### src/rtl/hc_595_rx.sv
// hc_595_rx: receiver/checker for a 74HC595 display chain (6-bit digit select + 8-bit segments).
// Samples ds/shcp/stcp/oe in the sys_clk domain, rebuilds the 14-bit frame and
// presents the latched sel/seg, flagging short, long and timed-out frames.
// Optional macro HC595_RX_DECODE_EN adds a common-anode digit decode (digit, dp, digit_ok).
module hc_595_rx #(
    parameter int unsigned SYNC_STAGES = 2,
    parameter int unsigned TIMEOUT_CYC = 1000
) (
    input  logic       sys_clk,
    input  logic       sys_rst_n,
    input  logic       ds,
    input  logic       shcp,
    input  logic       stcp,
    input  logic       oe,
    output logic [5:0] sel,
    output logic [7:0] seg,
    output logic       frame_valid,
    output logic       bit_err,
    output logic       disp_on
`ifdef HC595_RX_DECODE_EN
    ,
    output logic [4:0] digit,
    output logic       dp,
    output logic       digit_ok
`endif
);

    localparam int unsigned PW    = 4;                     // pins: {oe, stcp, shcp, ds}
    localparam int unsigned TW    = $clog2(TIMEOUT_CYC);
    localparam int unsigned FBITS = 14;

    logic [SYNC_STAGES-1:0][PW-1:0] sync_q, sync_d;
    logic [1:0]       edge_q, edge_d;                      // previous {stcp, shcp}
    logic [FBITS-1:0] sr_q, sr_d;
    logic [3:0]       bit_cnt_q, bit_cnt_d;
    logic [TW-1:0]    tmo_q, tmo_d;
    logic             go_q, go_d;                          // good latch decided, apply next edge
    logic             bad_q, bad_d;                        // rejected latch decided
    logic [5:0]       sel_q, sel_d;
    logic [7:0]       seg_q, seg_d;
    logic             fv_q, fv_d;
    logic             err_q, err_d;
    logic             disp_q, disp_d;

    logic             ds_s, shcp_s, stcp_s, oe_s;
    logic             shcp_rise, stcp_rise, tmo_hit;
    logic [3:0]       cnt_after;

    assign ds_s   = sync_q[SYNC_STAGES-1][0];
    assign shcp_s = sync_q[SYNC_STAGES-1][1];
    assign stcp_s = sync_q[SYNC_STAGES-1][2];
    assign oe_s   = sync_q[SYNC_STAGES-1][3];

`ifdef HC595_RX_DECODE_EN
    logic [4:0] digit_q, digit_d;
    logic       dp_q, dp_d;
    logic       ok_q, ok_d;

    // Common-anode 7-segment decode; returns {match, code}
    function automatic logic [5:0] decode7(input logic [6:0] s);
        logic [5:0] r;
        r = {1'b0, 5'h1F};
        case ({1'b1, s})
            8'hC0: r = {1'b1, 5'h00};
            8'hF9: r = {1'b1, 5'h01};
            8'hA4: r = {1'b1, 5'h02};
            8'hB0: r = {1'b1, 5'h03};
            8'h99: r = {1'b1, 5'h04};
            8'h92: r = {1'b1, 5'h05};
            8'h82: r = {1'b1, 5'h06};
            8'hF8: r = {1'b1, 5'h07};
            8'h80: r = {1'b1, 5'h08};
            8'h90: r = {1'b1, 5'h09};
            8'h88: r = {1'b1, 5'h0A};
            8'h83: r = {1'b1, 5'h0B};
            8'hC6: r = {1'b1, 5'h0C};
            8'hA1: r = {1'b1, 5'h0D};
            8'h86: r = {1'b1, 5'h0E};
            8'h8E: r = {1'b1, 5'h0F};
            8'hBF: r = {1'b1, 5'h10};
            8'hFF: r = {1'b1, 5'h11};
            default: r = {1'b0, 5'h1F};
        endcase
        return r;
    endfunction
`endif

    // Next-state: synchronise, shift, latch decision, timeout and output update
    always_comb begin
        sync_d    = {sync_q[SYNC_STAGES-2:0], {oe, stcp, shcp, ds}};
        edge_d    = {stcp_s, shcp_s};
        shcp_rise = shcp_s & ~edge_q[0];
        stcp_rise = stcp_s & ~edge_q[1];

        sr_d      = sr_q;
        cnt_after = bit_cnt_q;
        if (shcp_rise) begin
            sr_d = {sr_q[FBITS-2:0], ds_s};
            if (bit_cnt_q != 4'd15) begin
                cnt_after = bit_cnt_q + 4'd1;
            end
        end

        // A coincident shift or latch takes precedence over an expiring timeout
        tmo_hit = (bit_cnt_q != 4'd0) && !shcp_rise && !stcp_rise &&
                  (tmo_q == TW'(TIMEOUT_CYC - 1));

        bit_cnt_d = cnt_after;
        if (stcp_rise || tmo_hit) begin
            bit_cnt_d = 4'd0;
        end

        tmo_d = tmo_q + TW'(1);
        if (shcp_rise || (bit_cnt_d == 4'd0)) begin
            tmo_d = '0;
        end

        go_d  = stcp_rise && (cnt_after == 4'd14);
        bad_d = stcp_rise && (cnt_after != 4'd14);

        // sr_q still holds the frame captured on the deciding edge
        sel_d = sel_q;
        seg_d = seg_q;
        if (go_q) begin
            for (int i = 0; i < 6; i++) begin
                sel_d[i] = sr_q[13-i];
            end
            seg_d = sr_q[7:0];
        end

        fv_d   = go_q;
        err_d  = bad_q || tmo_hit;
        disp_d = ~oe_s;

`ifdef HC595_RX_DECODE_EN
        {ok_d, digit_d} = decode7(seg_d[6:0]);
        dp_d            = ~seg_d[7];
`endif
    end

    // State register
    always_ff @(posedge sys_clk or negedge sys_rst_n) begin
        if (!sys_rst_n) begin
            sync_q    <= '0;
            edge_q    <= '0;
            sr_q      <= '0;
            bit_cnt_q <= '0;
            tmo_q     <= '0;
            go_q      <= 1'b0;
            bad_q     <= 1'b0;
            sel_q     <= 6'h00;
            seg_q     <= 8'hFF;
            fv_q      <= 1'b0;
            err_q     <= 1'b0;
            disp_q    <= 1'b0;
`ifdef HC595_RX_DECODE_EN
            digit_q   <= 5'h11;
            dp_q      <= 1'b0;
            ok_q      <= 1'b1;
`endif
        end else begin
            sync_q    <= sync_d;
            edge_q    <= edge_d;
            sr_q      <= sr_d;
            bit_cnt_q <= bit_cnt_d;
            tmo_q     <= tmo_d;
            go_q      <= go_d;
            bad_q     <= bad_d;
            sel_q     <= sel_d;
            seg_q     <= seg_d;
            fv_q      <= fv_d;
            err_q     <= err_d;
            disp_q    <= disp_d;
`ifdef HC595_RX_DECODE_EN
            digit_q   <= digit_d;
            dp_q      <= dp_d;
            ok_q      <= ok_d;
`endif
        end
    end

    assign sel         = sel_q;
    assign seg         = seg_q;
    assign frame_valid = fv_q;
    assign bit_err     = err_q;
    assign disp_on     = disp_q;
`ifdef HC595_RX_DECODE_EN
    assign digit       = digit_q;
    assign dp          = dp_q;
    assign digit_ok    = ok_q;
`endif

endmodule

### config.mk
export PLATFORM = sky130hd
export DESIGN_NAME = hc_595_rx
export DESIGN_NICKNAME = d
export VERILOG_FILES = /design/src/rtl/hc_595_rx.sv
export SDC_FILE = /design/constraint.sdc
export NUM_CORES = 1
export LEC_CHECK = 0
export ABC_CLOCK_PERIOD_IN_PS = 1400
export CORE_ASPECT_RATIO = 0.6
export CORE_MARGIN = 10
export CORE_UTILIZATION = 50
export CTS_CLUSTER_SIZE = 8
export DETAILED_ROUTE_END_ITERATION = 12
export GPL_TIMING_DRIVEN = 0
export HOLD_SLACK_MARGIN = 0.03
export PLACE_DENSITY_LB_ADDON = 0.15
export SLEW_MARGIN = 20
export SYNTH_ARGS = -nofsm -noshare
export SYNTH_HDL_FRONTEND = slang
export SYNTH_SLANG_ARGS = --single-unit
### constraint.sdc
create_clock -name sys_clk -period 1.4 [get_ports sys_clk]
set_input_delay 0.28 -clock sys_clk [delete_from_list [all_inputs] [get_ports sys_clk]]
set_output_delay 0.28 -clock sys_clk [all_outputs]
set_load 0.02 [all_outputs]
Word level (Yosys, flattened, before mapping)
Cells that the tools add are included.
W data, S select, Z words.
{ "word_totals": {"register_bits": 57, "elab_cells": 40, "out_inout_bits": 17, "in_bits": 6} }
{ "classes": {"bitwise_logic": 5, "n_eq_ne": 4, "reduce_logical": 12, "add_sub_neg": 2, "mux": 4} }
{ "op_table": {"columns": ["op", "n"], "rows": [
  ["$mux W4", 3],
  ["$add A10 B1 Y10 const B", 1],
  ["$eq A10 B10 Y1 const B", 1],
  ["$mux W10", 1],
  ["$ne A4 B4 Y1 const B", 2],
  ["$logic_and A1 B1 Y1", 5],
  ["$add A4 B1 Y4 const B", 1],
  ["$eq A4 B4 Y1 const B", 1],
  ["$logic_not A4 Y1", 1],
  ["$reduce_bool A4 Y1", 1],
  ["$logic_or A1 B1 Y1", 3],
  ["$not A1 Y1", 3],
  ["$and A1 B1 Y1", 2],
  ["$logic_not A1 Y1", 2]
]} }

Longest topological paths before layout
Gate-level depths: netlist of run 1.
{ "logic_depth": {"ltp_word": 11, "depth_mapped": 5, "mapped_depth_nobuf": 5} }

Least setup slack after synthesis of run 1
No wires, ideal clock.
{ "synth_timing": {"path_kind": "reg2reg", "startpoint": "reg tmo_q[0]", "endpoint": "reg bit_cnt_q[3]", "period_less_slack_ns": 1.527, "required_ns": 1.269, "slack_ns": -0.127, "t_arrival_ns": 1.397, "setup_time_ns": 0.131, "path_stages_with_launch": 6, "n_path_buf": 0, "cell_sequence": "dfrtp_1 ha_1 nand4b_1 or3_4 o31ai_4 nor3_1"} }
{ "synth_via": {"elab_chain_len": 4} }
{ "synth_rtl": {"columns": ["element", "line", "text"], "rows": [
  ["start, declared", "36", "logic [TW-1:0] tmo_q, tmo_d;"],
  ["start signal, assigned", "166", "tmo_q <= tmo_d;"],
  ["$eq A10 B10 Y1", "106", "(tmo_q == TW'(TIMEOUT_CYC - 1));"],
  ["$logic_and A1 B1 Y1", "105", "tmo_hit = (bit_cnt_q != 4'd0) && !shcp_rise && !stcp_rise &&"],
  ["$logic_or A1 B1 Y1", "109", "if (stcp_rise || tmo_hit) begin"],
  ["$mux W4", "109", null],
  ["named net bit_cnt_d[3]", "35", "logic [3:0] bit_cnt_q, bit_cnt_d;"],
  ["end signal, assigned", "165", "bit_cnt_q <= bit_cnt_d;"],
  ["end, declared", "35", null]
]} }
The timed path passes the listed nets, and every way through them passes these cells.
A chain may end at the register's enable or synchronous reset.

Worst setup path after layout of run 1
{ "layout_timing": {"startpoint": "reg tmo_q[1]", "endpoint": "reg bit_cnt_q[3]"} }
The elaborated chain is that of the path after synthesis.

==> summary.md, run 1 <==
| Metric | Value |
|---|---|
| Sw frac | 0.243 |
| Io pins | 23 |
| Worst skew pair latency | 320 ps |
| Global route total overflow | 0 |
| Failing checks | negative setup slack |
| Die Area | 0.00769 sq mm |
| Reg-to-reg slack, setup | -100 ps |
| Slew Viols, Final | 0 |
| Comb pwr share | 0.115 |
| Seq/Total Area, Yosys | 0.637 |
| Most frequent cells in the layout | 47 x nand2_1, 45 x dfrtp_1, 14 x mux2_2 |
| Clock share of power | 0.393 |
| Worst hold path depth | 0 |
| Site row count | 18 |
| Cell family with the largest share of critical-path delay | simple AND/OR/NAND/NOR gates |
| Setup ws final | -101 ps |
| N_diodes | 0 |
| Critical Path RT | approximately 1600 ps |
| Filler Cells Inserted | 331 |
| Vias after detailed routing | ~1500 |
| Vias in the first global route | ~1500 |
| DRT antenna net count | 0 |
| DRT iter0 DRCs | 62 |
| Met3 usage | 0.0476 |
| Starting density of the core | 0.533 |
| Initial antenna violation count | 0 |
| Worst setup SP type | flop |
| Worst Hold Class | flop to flop |
| Placed inst area | 0.00258 sq mm |
| Sink Count | 57 |
| Seq cells post-synth | 57 |
| Drt drc | 0 |
| H-tree Lvls | 3 |
| Final Cell Area | 0.00287 sq mm |
| Port Buffers | 22 |
| Top cells by area, synth | dfrtp_1 54%, dfstp_2 9.3%, nand2_1 7.8%, mux2_2 7.0%, xnor2_1 2.7% |
| Grt peak-use layer | met2 |
| Critical path type | flop to flop |
| Average cell area after synthesis | 11.7 sq um |
| Nets@finish | 245 |
| CTS Buf Count | 9 |
| Maximum VDD drop | 0.00100 V |
| Maximum clock frequency | 666 MHz |
| Root buf cell | clkbuf_8 |
| Final critical-path share of the clock period | 1.07 |
| Max-Cap Viols | 0 |
| Mapped Area | 0.00226 sq mm |
| Share of layout cells above drive strength 1 | 0.336 |
| Syn nets | 201 |
| Headroom to the max-slew limit | 0.548 |
| Synthesis-to-layout area growth | 27.3% |
| First-pass GRT wire length | 7190 um |
| Yosys top cell area share | 0.544 |
| Grt met1 use | 0.145 |
| Reg2reg path depth | 5 |
| Die Y-Extent | between 70 and 80 um |
| Gate Count Post-Synth | 192 |
| Crit end category | flop |
| Unrepaired setup endpoints after global routing | true |
| CP Depth | 5 |
| Placed insts | 274 |
| CP max-delay cell | dfrtp_1 |
| Final WL | 4250 um |
| Yosys warns | 0 |
| GRT met2 Usage | 0.183 |
| Pin count of the biggest net entering global routing | 58 |
| CTS Buffer Depth | 2 |
| Cell taking the most area after synthesis | dfrtp_1 |
| TritonRoute pass-1 iters | 4 |
| Pwr Density | 1330 mW/mm^2 |
| DP Wirelength | 2880 um |
| Placer Congestion | roughly 0.81 |
| NetSw | between 0.0009 and 0.001 W |
| Routed len/inst | around 14 um |
| Largest stage delay on the critical path | 390 ps |
| CP bufs+invs | 0 |
| Fin util | 0.678 |
| Crit-path max FO | 4 |
| Core area | 0.00423 sq mm |
| Worst-path cell chain | ha_4 > nand4b_1 > or3_4 > o31ai_4 > nor3_1 |
| Netlist cell types | 30 |
| TritonCTS clock tree | yes |
| Internal power | a little under 0.003 W |
| Critical Path AT | approximately 1700 ps |
| Die Span X | approximately 110 um |
| Outcome | complete, but fails checks |
| Fin. Hold Viols | 0 |
| Leak | 1.38 nW |
| Fin cells | ~300 |
| DR vias/cell | 4.97 |
| Flop pwr share | 0.491 |
| Clk_skew | 5.96 ps |
| Worst-Margin Slew | 678 ps |
| Crit path time final | about 1500 ps |
| Dpl ws | -187 ps |
| Reg clk slew, reported paths | 60 ps |
| Setup Viol. Count Final | 13 |
| Most common cell after layout, fill and taps aside | nand2_1 |
| Gr usage total | 0.118 |
==> Yosys cell counts, drive strengths merged <==
cell,n
and4b,2
nand3,8
xnor2,7
nand4,3
nand4b,1
nor2,15
or4,1
inv,6
dfstp,8
clkbuf,3
nor3b,1
a311oi,1
a211o,1
buf,2
a21oi,3
ha,3
xor2,2
o31ai,2
o21bai,1
nor3,3
a32o,1
dfrtp,49
mux2,14
nor2b,3
nand2,47
or3,1
nand3b,2
nand2b,2
==> power by group through the flow <==
stage                     sequential (W)  combinational, W  clock (W)
final                            0.00188          0.000441    0.00151
after global routing             0.00190          0.000493    0.00162
after detailed placement         0.00190          0.000325          0
after global placement           0.00189          0.000312          0
after floorplan                  0.00188          0.000219          0
after CTS                        0.00188          0.000400    0.00154
==> kinds of logic after synthesis <==
kind of cell    after synthesis  synth area share
flops                        57             0.637
mux                          14            0.0699
fa+ha+maj                     3            0.0166
buf+inv                      11            0.0194
compound gates                9            0.0366
xor+xnor                      9            0.0349
simple gates                 89             0.186
==> sequential cells by signal (all words and copies together), names as in the netlist <==
signal / flops
sync_d: 4
tmo_q: 10
edge_d: 2
seg: 8
edge_q: 2
frame_valid: 1
bad_q: 1
bit_cnt_q: 4
oe_s: 1
sel: 6
disp_on: 1
sr_q: 14
fv_d: 1
bit_err: 1
ds_s: 1
==> per-layer routing <==
layer  vias to the layer above  wire [um]
met5                         -          0
met4                         0         62
met3                         9        230
met2                        34       1960
met1                       728       2000
li1                        724          -
==> cell type report <==
type                    count  area (sq um)  share of cell area
flip-flops and latches     57          1440               0.502
multi-input cells         124           850               0.296
repair buffers             34           263              0.0915
clock buffers              13           159              0.0553
well taps                  60          75.1              0.0261
clock inverters             3          40.0              0.0139
plain buffers               4          22.5             0.00784
inverters                   6          22.5             0.00784
==> through the flow <==
step / TNS [ps] / power, W / hold slack [ps]
2_1_floorplan: -166 / 0.00210 / -15.6
3_3_place_gp: -83360 / 0.00220 / 333
3_5_place_dp: -2990 / 0.00223 / 340
4_1_cts: -1090 / 0.00382 / 351
5_1_grt: -2030 / 0.00401 / 348
6_report: -1020 / 0.00383 / 349
==> final timing paths <==
check,from,to
worst max-delay path,tmo_q[1]$_DFF_PN0_,bit_cnt_q[3]$_DFF_PN0_
worst min-delay path,sync_d[6]$_DFF_PN0_,edge_d[1]$_DFF_PN0_
worst max register to register,tmo_q[1]$_DFF_PN0_,bit_cnt_q[3]$_DFF_PN0_
worst min register to register,sync_d[6]$_DFF_PN0_,edge_d[1]$_DFF_PN0_
max in group asynchronous,sys_rst_n,bit_cnt_q[2]$_DFF_PN0_
min in group asynchronous,sys_rst_n,edge_d[1]$_DFF_PN0_
==> what timing repair did <==
| action | CTS | global route |
|---|---|---|
| endpoints found under the hold margin | 49 | 0 |
| pin swaps | 2 | 3 |
| resized for setup | 52 | 8 |
| endpoints found under the setup margin | 52 | 25 |
| setup buffers | 8 | 3 |
| hold buffers | 1 | 0 |
No activity file was read; power rests on OpenSTA's default activity.
==> inputs of run 2 (changes only) <==
--- a/config.mk
+++ b/config.mk
@@ -8,9 +8,10 @@
 export ABC_CLOCK_PERIOD_IN_PS = 1400
 export CORE_ASPECT_RATIO = 0.6
 export CORE_MARGIN = 10
-export CORE_UTILIZATION = 50
+export CORE_UTILIZATION = 55
 export CTS_CLUSTER_SIZE = 8
 export DETAILED_ROUTE_END_ITERATION = 12
+export DONT_BUFFER_PORTS = 1
 export GPL_TIMING_DRIVEN = 0
 export HOLD_SLACK_MARGIN = 0.03
 export PLACE_DENSITY_LB_ADDON = 0.15
==> run 2 against run 1 <==
The run ends with negative hold slack, negative setup slack left. Critical path depth shrank 1. Largest power group unchanged. Die area decreased by 7.0%. Clock skew shrank 0.87 ps. Final cell count decreased by 11%. First-iteration DRC count grew 50%. Sequential power hardly changed. Power is 2.3% lower. Non-clock buffer count down 21. Highest routed layer unchanged.
==> summary.md, run 2 (same netlist as run 1, synthesis figures left out) <==
| Metric | Value |
|---|---|
| Outcome | complete, but fails checks |
| Failing checks | negative hold slack, negative setup slack |
| Clk_skew | 5.09 ps |
| Worst Hold Class | input pin to async pin |
| Crit-path max FO | 8 |
| Io pins | 23 |
| Pwr Density | 1390 mW/mm^2 |
| Setup Viol. Count Final | 13 |
| Starting density of the core | 0.593 |
| Share of layout cells above drive strength 1 | 0.295 |
| Drt drc | 0 |
| NetSw | slightly above 0.0009 W |
| Largest stage delay on the critical path | around 570 ps |
| Vias in the first global route | 1521 |
| Sink Count | 57 |
| Leak | roughly 1.3 nW |
| Crit end category | flop |
| Worst skew pair latency | approximately 330 ps |
| Maximum clock frequency | approximately 640 MHz |
| Clock share of power | 0.396 |
| Reg-to-reg slack, setup | -160 ps |
| TritonCTS clock tree | yes |
| Critical Path AT | roughly 1800 ps |
| DRT antenna net count | 0 |
| Critical path type | flop to flop |
| Vias after detailed routing | 1448 |
| DP Wirelength | around 2900 um |
| Site row count | 17 |
| RR Startpoint | bit_cnt_q[2]$_DFF_PN0_ |
| Maximum VDD drop | 0.000896 V |
| Gr usage total | 0.134 |
| Most frequent cells in the layout | 47 x nand2_1, 46 x dfrtp_1, 15 x nor2_1 |
| Internal power | 0.00281 W |
| Fin cells | 267 |
| Reg2reg path depth | 4 |
| Setup ws final | -164 ps |
| H-tree Lvls | 3 |
| TritonRoute pass-1 iters | 5 |
| CTS Buf Count | 9 |
| Critical Path RT | approximately 1600 ps |
| Final Cell Area | 0.00269 sq mm |
| Hold Buf Count CTS | 4 |
| Comb pwr share | 0.097 |
| Setup_tns | -1790 ps |
| Reg clk slew, reported paths | 60 ps |
| Slew Viols, Final | 0 |
| Root buf cell | clkbuf_8 |
| CTS Buffer Depth | 2 |
| Final WL | 4420 um |
| Cell family with the largest share of critical-path delay | simple AND/OR/NAND/NOR gates |
| Biggest register | sr_q |
| Routed len/inst | 16.6 um |
| Max reg flops | 14 |
| DR vias/cell | 5.42 |
| Die Area | around 0.0071 sq mm |
| N_diodes | 0 |
| CP max-delay cell | or4_1 |
| Headroom to the max-slew limit | 0.778 |
| Pin count of the biggest net entering global routing | between 50 and 60 |
| Synthesis-to-layout area growth | 19.3% |
| Most common cell after layout, fill and taps aside | nand2_1 |
| Placed insts | 239 |
| Worst-path cell chain | or4_1 > nand3_2 > o21bai_4 > nor2_1 |
| Fin. Hold Viols | 57 |
| Initial antenna violation count | 0 |
| First-pass GRT wire length | 7370 um |
| R2r endpoint | tmo_q[1]$_DFF_PN0_ |
| Global route total overflow | 0 |
| CP bufs+invs | 0 |
| Hold_ws | -365 ps |
| DRT iter0 DRCs | 93 |
| Max-Cap Viols | 0 |
| Die Y-Extent | 69.6 um |
| Worst-Margin Slew | 333 ps |
| Port Buffers | 0 |
| Core area | 0.00381 sq mm |
| Nets@finish | 224 |
| Unrepaired setup endpoints after global routing | true |
| Placer Congestion | 0.713 |
| Flop pwr share | 0.506 |
| Placed inst area | 0.00234 sq mm |
| Worst setup SP type | flop |
| Die Span X | roughly 100 um |
| Sw frac | 0.249 |
| Crit path time final | roughly 1600 ps |
| Final critical-path share of the clock period | 1.12 |
run 2: changes by cell type in the layout (fill, tap and decap cells not counted), sizes merged:
cell / change
buf: -10
dlygate4sd2: -9
clkdlybuf4s50: -4
clkbuf: -3
dlygate4sd3: +3
clkinvlp: +2
run 2: per-stage QoR:
| step | hold WS, ps | setup WS (ps) | util | power (W) |
|---|---|---|---|---|
| 4_1_cts | -379 | -185 | 0.693 | 0.00374 |
| 3_5_place_dp | -13.7 | -190 | 0.615 | 0.00219 |
| 5_1_grt | -395 | -216 | 0.707 | 0.00393 |
| 3_3_place_gp | -13.4 | -154 | 0.615 | 0.00216 |
| 6_report | -365 | -164 | 0.707 | 0.00374 |
| 2_1_floorplan | -15.6 | -56.3 | - | 0.00210 |
run 2: area by class of cell:
cell class / count / area (sq um)
sequential: 57 / 1440
fill: 272 / 1120
multi-input combinational: 124 / 843
clock buffer: 11 / 141
timing repair buffer: 13 / 108
tap: 47 / 58.8
clock inverter: 5 / 55.1
buffer: 4 / 22.5
inverter: 6 / 22.5
run 2: power groups by stage:
stage	registers [W]	clock network, W	logic (W)
final	0.00189	0.00148	0.000364
after global routing	0.00191	0.00162	0.000406
after CTS	0.00189	0.00152	0.000330
after detailed placement	0.00192	0	0.000276
after global placement	0.00190	0	0.000253
after floorplan	0.00188	0	0.000219
run 2: worst reg2reg max path: cells and delay by family (launching register included):
kind	cells	cell delay, ps
and+or+nand+nor	3	770
DFF	1	490
AOI/OAI and AO/OA	1	180
run 2: layer usage:
layer | track usage | part of all wire
met3 | 0.0933 | 0.085
met5 | 0 | 0
met1 | 0.158 | 0.45
met4 | 0.0340 | 0.0090
met2 | 0.192 | 0.45
run 2: repair_timing:
| item | CTS | global route |
|---|---|---|
| endpoints found under the setup margin | 35 | 27 |
| gates cloned | 0 | 0 |
| setup buffers | 6 | 3 |
| endpoints found under the hold margin | 61 | 57 |
| gates resized for setup | 5 | 10 |
| pin swaps | 3 | 4 |
run 2: worst max-delay path by stage:
stage	slack (ps)	startpoint	cells past startpoint	end
after global placement	-150	tmo_q[0]$_DFF_PN0_	5	bit_cnt_q[3]$_DFF_PN0_
final	-160	bit_cnt_q[2]$_DFF_PN0_	4	tmo_q[1]$_DFF_PN0_
after CTS	-180	bit_cnt_q[3]$_DFF_PN0_	4	tmo_q[1]$_DFF_PN0_
after floorplan	-60	tmo_q[0]$_DFF_PN0_	5	bit_cnt_q[3]$_DFF_PN0_
after detailed placement	-190	bit_cnt_q[0]$_DFF_PN0_	5	bit_cnt_q[2]$_DFF_PN0_
after global routing	-220	tmo_q[0]$_DFF_PN0_	5	bit_cnt_q[3]$_DFF_PN0_
